File: src/rtl/apb_pkg.sv
// Shared APB definitions: FSM state encoding (common with the APB slave)
// and the response record layout {rdata, err, timeout}.
package apb_pkg;

    typedef enum logic [1:0] {
        IDLE   = 2'b00,
        SETUP  = 2'b01,
        ACCESS = 2'b10
    } apb_state_e;

    // Low bits of a response record; read data sits above these flags.
    typedef struct packed {
        logic err;
        logic timeout;
    } rsp_flags_t;

    localparam int RSP_FLAGS_W    = $bits(rsp_flags_t);
    localparam int RSP_FIFO_DEPTH = 2;

    // Watchdog counter width; a disabled watchdog still gets a 1-bit counter.
    function automatic int wd_width(input int timeout);
        return (timeout < 2) ? 1 : $clog2(timeout + 1);
    endfunction

endpackage

File: src/rtl/apb_rsp_fifo.sv
// Small synchronous FIFO for APB responses. Push and pop may coincide;
// a push into a full FIFO is only taken when the head is popped that cycle.
module apb_rsp_fifo
    import apb_pkg::*;
#(
    parameter int  WIDTH = 34,
    parameter int  DEPTH = RSP_FIFO_DEPTH,
    localparam int CNT_W = $clog2(DEPTH + 1),
    localparam int PTR_W = (DEPTH > 1) ? $clog2(DEPTH) : 1
) (
    input  logic             i_clk,
    input  logic             i_rst,
    input  logic             i_push,
    input  logic [WIDTH-1:0] i_push_data,
    input  logic             i_pop,
    output logic [WIDTH-1:0] o_head,
    output logic             o_empty,
    output logic             o_full,
    output logic [CNT_W-1:0] o_count
);

    logic [WIDTH-1:0] r_mem [DEPTH];
    logic [PTR_W-1:0] r_wr_ptr;
    logic [PTR_W-1:0] r_rd_ptr;
    logic [CNT_W-1:0] r_count;

    logic w_empty;
    logic w_full;
    logic w_do_push;
    logic w_do_pop;

    function automatic logic [PTR_W-1:0] ptr_inc(input logic [PTR_W-1:0] p);
        return (p == PTR_W'(DEPTH - 1)) ? '0 : p + 1'b1;
    endfunction

    assign w_empty   = (r_count == '0);
    assign w_full    = (r_count == CNT_W'(DEPTH));
    assign w_do_pop  = i_pop && !w_empty;
    assign w_do_push = i_push && (!w_full || w_do_pop);

    always_ff @(posedge i_clk) begin
        if (i_rst) begin
            r_wr_ptr <= '0;
            r_rd_ptr <= '0;
            r_count  <= '0;
            for (int i = 0; i < DEPTH; i++) begin
                r_mem[i] <= '0;
            end
        end else begin
            if (w_do_push) begin
                r_mem[r_wr_ptr] <= i_push_data;
                r_wr_ptr        <= ptr_inc(r_wr_ptr);
            end
            if (w_do_pop) begin
                r_rd_ptr <= ptr_inc(r_rd_ptr);
            end
            r_count <= r_count + CNT_W'(w_do_push) - CNT_W'(w_do_pop);
        end
    end

    assign o_head  = r_mem[r_rd_ptr];
    assign o_empty = w_empty;
    assign o_full  = w_full;
    assign o_count = r_count;

endmodule

File: src/rtl/apb_master.sv
// APB3 requester: valid/ready commands in, registered APB transfers out,
// one buffered response per command, watchdog abort for stuck slaves.
module apb_master
    import apb_pkg::*;
#(
    parameter int DATA_WIDTH = 32,
    parameter int ADDR       = 5,
    parameter int TIMEOUT    = 16
) (
    input  logic                  pclk,
    input  logic                  preset,
    input  logic                  cmd_valid,
    output logic                  cmd_ready,
    input  logic                  cmd_write,
    input  logic [ADDR-1:0]       cmd_addr,
    input  logic [DATA_WIDTH-1:0] cmd_wdata,
    output logic                  rsp_valid,
    input  logic                  rsp_ready,
    output logic [DATA_WIDTH-1:0] rsp_rdata,
    output logic                  rsp_err,
    output logic                  rsp_timeout,
    output logic                  psel,
    output logic                  penable,
    output logic                  pwrite,
    output logic [ADDR-1:0]       paddr,
    output logic [DATA_WIDTH-1:0] pwdata,
    input  logic [DATA_WIDTH-1:0] prdata,
    input  logic                  pready,
    input  logic                  pslverr
);

    localparam int              WD_W     = wd_width(TIMEOUT);
    localparam logic [WD_W-1:0] WD_LIMIT = WD_W'(TIMEOUT);
    localparam bit              WD_EN    = (TIMEOUT != 0);
    localparam int              RSP_W    = DATA_WIDTH + RSP_FLAGS_W;
    localparam int              CNT_W    = $clog2(RSP_FIFO_DEPTH + 1);

    apb_state_e            r_state;
    logic                  r_psel;
    logic                  r_penable;
    logic                  r_pwrite;
    logic [ADDR-1:0]       r_paddr;
    logic [DATA_WIDTH-1:0] r_pwdata;
    logic [WD_W-1:0]       r_wd_cnt;

    logic                  w_complete;
    logic                  w_abort;
    logic                  w_cmd_ready;
    logic                  w_accept;
    logic                  w_push;
    logic                  w_pop;
    logic [CNT_W-1:0]      w_count;
    logic [CNT_W-1:0]      w_free;
    logic                  w_empty;
    logic                  w_full;
    logic [RSP_W-1:0]      w_push_data;
    logic [RSP_W-1:0]      w_head;
    logic [DATA_WIDTH-1:0] w_push_rdata;
    rsp_flags_t            w_push_flags;
    logic [DATA_WIDTH-1:0] w_head_rdata;
    rsp_flags_t            w_head_flags;

    // Free slots exclude a same-cycle pop so the accept path never depends on rsp_ready.
    assign w_free      = CNT_W'(RSP_FIFO_DEPTH) - w_count;
    assign w_complete  = (r_state == ACCESS) && pready;
    assign w_abort     = WD_EN && (r_state == ACCESS) && !pready && (r_wd_cnt == WD_LIMIT);
    assign w_cmd_ready = ((r_state == IDLE) && (w_free >= CNT_W'(1)))
                      || (w_complete && (w_free >= CNT_W'(2)));
    assign w_accept    = cmd_valid && w_cmd_ready;

    assign w_push               = w_complete || w_abort;
    assign w_push_rdata         = (w_abort || r_pwrite) ? '0 : prdata;
    assign w_push_flags.err     = w_abort ? 1'b1 : pslverr;
    assign w_push_flags.timeout = w_abort;
    assign w_push_data          = {w_push_rdata, w_push_flags};

    always_ff @(posedge pclk) begin
        if (preset) begin
            r_state   <= IDLE;
            r_psel    <= 1'b0;
            r_penable <= 1'b0;
            r_pwrite  <= 1'b0;
            r_paddr   <= '0;
            r_pwdata  <= '0;
            r_wd_cnt  <= '0;
        end else begin
            case (r_state)
                IDLE: begin
                    if (w_accept) begin
                        r_state   <= SETUP;
                        r_psel    <= 1'b1;
                        r_penable <= 1'b0;
                        r_pwrite  <= cmd_write;
                        r_paddr   <= cmd_addr;
                        r_pwdata  <= cmd_wdata;
                    end
                end
                SETUP: begin
                    r_state   <= ACCESS;
                    r_penable <= 1'b1;
                    r_wd_cnt  <= '0;
                end
                ACCESS: begin
                    if (w_complete && w_accept) begin
                        r_state   <= SETUP;
                        r_psel    <= 1'b1;
                        r_penable <= 1'b0;
                        r_pwrite  <= cmd_write;
                        r_paddr   <= cmd_addr;
                        r_pwdata  <= cmd_wdata;
                    end else if (w_complete || w_abort) begin
                        r_state   <= IDLE;
                        r_psel    <= 1'b0;
                        r_penable <= 1'b0;
                    end else if (WD_EN) begin
                        r_wd_cnt <= r_wd_cnt + 1'b1;
                    end
                end
                default: begin
                    r_state   <= IDLE;
                    r_psel    <= 1'b0;
                    r_penable <= 1'b0;
                end
            endcase
        end
    end

    apb_rsp_fifo #(
        .WIDTH (RSP_W),
        .DEPTH (RSP_FIFO_DEPTH)
    ) u_rsp_fifo (
        .i_clk       (pclk),
        .i_rst       (preset),
        .i_push      (w_push),
        .i_push_data (w_push_data),
        .i_pop       (w_pop),
        .o_head      (w_head),
        .o_empty     (w_empty),
        .o_full      (w_full),
        .o_count     (w_count)
    );

    assign w_pop = rsp_ready && !w_empty;
    assign {w_head_rdata, w_head_flags} = w_head;

    // Outputs read as zero whenever the buffer is empty, not stale entries.
    assign rsp_valid   = !w_empty;
    assign rsp_rdata   = w_empty ? '0 : w_head_rdata;
    assign rsp_err     = !w_empty && w_head_flags.err;
    assign rsp_timeout = !w_empty && w_head_flags.timeout;

    assign cmd_ready = w_cmd_ready;
    assign psel      = r_psel;
    assign penable   = r_penable;
    assign pwrite    = r_pwrite;
    assign paddr     = r_paddr;
    assign pwdata    = r_pwdata;

    // Full flag is implied by w_free; kept on the FIFO port for other users.
    logic w_unused;
    assign w_unused = w_full;

endmodule
File: config.mk
export PLATFORM = sky130hd
export DESIGN_NAME = apb_master
export DESIGN_NICKNAME = d
export VERILOG_FILES = /design/src/rtl/apb_pkg.sv /design/src/rtl/apb_rsp_fifo.sv /design/src/rtl/apb_master.sv
export SDC_FILE = /design/constraint.sdc
export NUM_CORES = 1
export LEC_CHECK = 0
export CORE_MARGIN = 5
export CORE_UTILIZATION = 53
export DETAILED_ROUTE_END_ITERATION = 6
export GPL_TIMING_DRIVEN = 0
export PLACE_DENSITY = 0.89
export SETUP_SLACK_MARGIN = 0.5
export SLEW_MARGIN = 20
export SYNTH_ARGS = -nofsm -noshare
export SYNTH_HDL_FRONTEND = slang
export SYNTH_HIERARCHICAL = 1
export SYNTH_SLANG_ARGS = --single-unit
File: constraint.sdc
create_clock -name pclk -period 8.51 [get_ports pclk]
set_input_delay 1.702 -clock pclk [delete_from_list [all_inputs] [get_ports pclk]]
set_output_delay 1.702 -clock pclk [all_outputs]
set_load 0.005 [all_outputs]
==> impl_metrics.ini <==
[synth]
synthesis.area_sq_um = 5920
synth_warnings = 6
synth_cells = 519
syn_nets = 599
synth_area_per_cell_sq_um = 11.4

[clock_tree]
cts_tree = yes
post_cts_buffers = 0
cts_max_path_buffers = 2
cts_root_buffer = clkbuf_8
ctsHoldBuffers = 0
clkTransAtPathRegs_ns = 0.05
insertion_delay_ns = 0.52
cts.sinks = 119
cts_resized = 0
cts_buffers = 17
cts_max_level = 4

[setup_path]
crit_arrival_ns = 3.18
critical_path_required_ns = 6.81
crit_fanout = 3
worstSetupEndpointType = output port
start_kind = primary input
r2r_slack_ns = 5.56
criticalPathCategory = primary input to output port

[grt]
grt_pass1_wl_um = 23200
overflow = 0
grt_max_degree = 35
track_usage_pct = 22.5
grt_pass1_vias = 4764
antenna_found_initial = 0

[power_and_ir_drop]
swShare_pct = 22.0
p_sw_w = 0.000326
p_leak_nw = 3.06
power.share.sequential_pct = 43.9
p_int_w = 0.00115
clock_power_share_pct = 44.9
fin_total_pwr_w = 0.00148
vdd_drop_max_v = 0.000105
powerDensity_nw_per_um2 = 181
pwr-share-comb_pct = 11.1

[timing]
setup_viol = 0
setup-tns-final_ns = 0
rsz0062_at_grt = false
hold_slack_ns = 0.474
clock_skew_ns = 0.00997
max_freq_mhz = 205
hold_violations = 0
final.period_utilization_pct = 57.4
slew_violations = 0
fin_crit_ns = 4.89
worst_pin_slew_ns = 0.876
maxSlewHeadroom_pct = 41.6

[routing]
num_vias = 4362
drc_errors = 0
dr.first_iter.drc_count = 152
wl_um = 14400
wl_per_cell_um = 17.1
vias_per_cell = 5.18
antenna_left = 0
first_pass_iters = 4

[place]
gp_congestion = 0.819
io_buffers = 150
placed_cell_area_sq_um = 7630
hpwl_um = 10300

[finish]
num-nets-final = 769
n_antenna_cell = 0
layout-drive-gt1-share_pct = 12.7
fill_cells = 707
syn2layout_area_growth_pct = 38.2
regArea_sq_um = 3060
stdcell_area_sq_um = 8180
multi_input_area_sq_um = 2670

[die]
die_area_sq_um = 13400
fp.dieW_um = 116
std_cell_rows = 38
start_util_pct = 54.4
die_h_um = 116
ios = 152
core_area_sq_um = 10900

[worst_hold_path]
hold_class = register to register

[run]
timing.max_cap.violations = 0

[status]
status = complete, no violations
## sequential cells by signal, summed over array words and instances, names as in the netlist, named ones only
| name | count |
|---|---|
| u_rsp_fifo/r_rd_ptr | 1 |
| r_wd_cnt | 5 |
| pwdata | 32 |
| r_state | 2 |
| u_rsp_fifo/o_count | 2 |
| u_rsp_fifo/r_mem | 68 |
| pwrite | 1 |
| paddr | 5 |
| psel | 1 |
| u_rsp_fifo/r_wr_ptr | 1 |
## worst max-delay path, stage by stage
cell and delay (ns):
clkdlybuf4s50_1 0.47, and4b_1 0.25, or2_2 0.28, clkdlybuf4s50_1 0.47
## power by group through the flow
| stage | logic [W] | registers, W | clock network [W] |
|---|---|---|---|
| final | 0.000165 | 0.000650 | 0.000665 |
| after global routing | 0.000178 | 0.000653 | 0.000703 |
| after CTS | 0.000166 | 0.000650 | 0.000673 |
| after detailed placement | 0.000164 | 0.000661 | 0 |
| after global placement | 0.000158 | 0.000660 | 0 |
| after floorplan | 0.0000768 | 0.000660 | 0 |
## layer usage
layer	track usage [%]	share of wire [%]	vias to the layer above
met2	39.0	50	173
met4	9.44	2.3	0
li1	-	-	2105
met5	0	0	-
met1	24.4	38	2060
met3	9.19	9.8	24
## layout by cell type, fill, tap and decap left out, types with 3 or more instances in the layout
master,count
a21oi_1,4
and2_1,100
buf_12,3
buf_2,8
clkbuf_1,21
clkbuf_16,16
clkbuf_2,3
clkbuf_8,5
clkdlybuf4s50_1,150
clkinv_2,4
dfxtp_1,51
edfxtp_1,68
ha_1,4
inv_1,5
mux2_2,35
mux2i_1,38
nand2_1,5
nand2b_1,83
nor2_1,11
nor2b_1,40
nor3b_1,3
o21ai_0,4
o32ai_1,3
or2_2,4
## stage by stage
| step | worst slack (ns) | cells | utilization (%) |
|---|---|---|---|
| finish | 3.62 | 842 | 75.1 |
| global placement | 2.44 | 809 | 69.8 |
| detailed placement | 3.63 | 810 | 70.1 |
| global route | 3.57 | 842 | 75.1 |
| CTS | 3.63 | 842 | 75.1 |
| floorplan | 4.04 | 519 | - |
## area by class of cell
cell class / instances / area share [%]
Sequential cell: 119 / 37.4
Timing Repair Buffer: 151 / 18.6
Clock inverter: 8 / 0.872
Tap cell: 140 / 2.14
Multi-Input combinational cell: 362 / 32.6
Clock buffer: 24 / 5.87
Buffer: 33 / 2.22
Inverter: 5 / 0.229
## worst paths after layout
path                                          startpoint  cells past startpoint                                     to
worst min-delay path             pwdata[19]$_SDFFE_PP0P_                      2                pwdata[19]$_SDFFE_PP0P_
worst min register to register   pwdata[19]$_SDFFE_PP0P_                      2                pwdata[19]$_SDFFE_PP0P_
worst max-delay path                              pready                      4                              cmd_ready
worst max register to register  r_wd_cnt[0]$_SDFFE_PP0P_                      8  u_rsp_fifo/r_mem[1][15]$_SDFFCE_PN0P_
(Power assumes the default switching activity.)
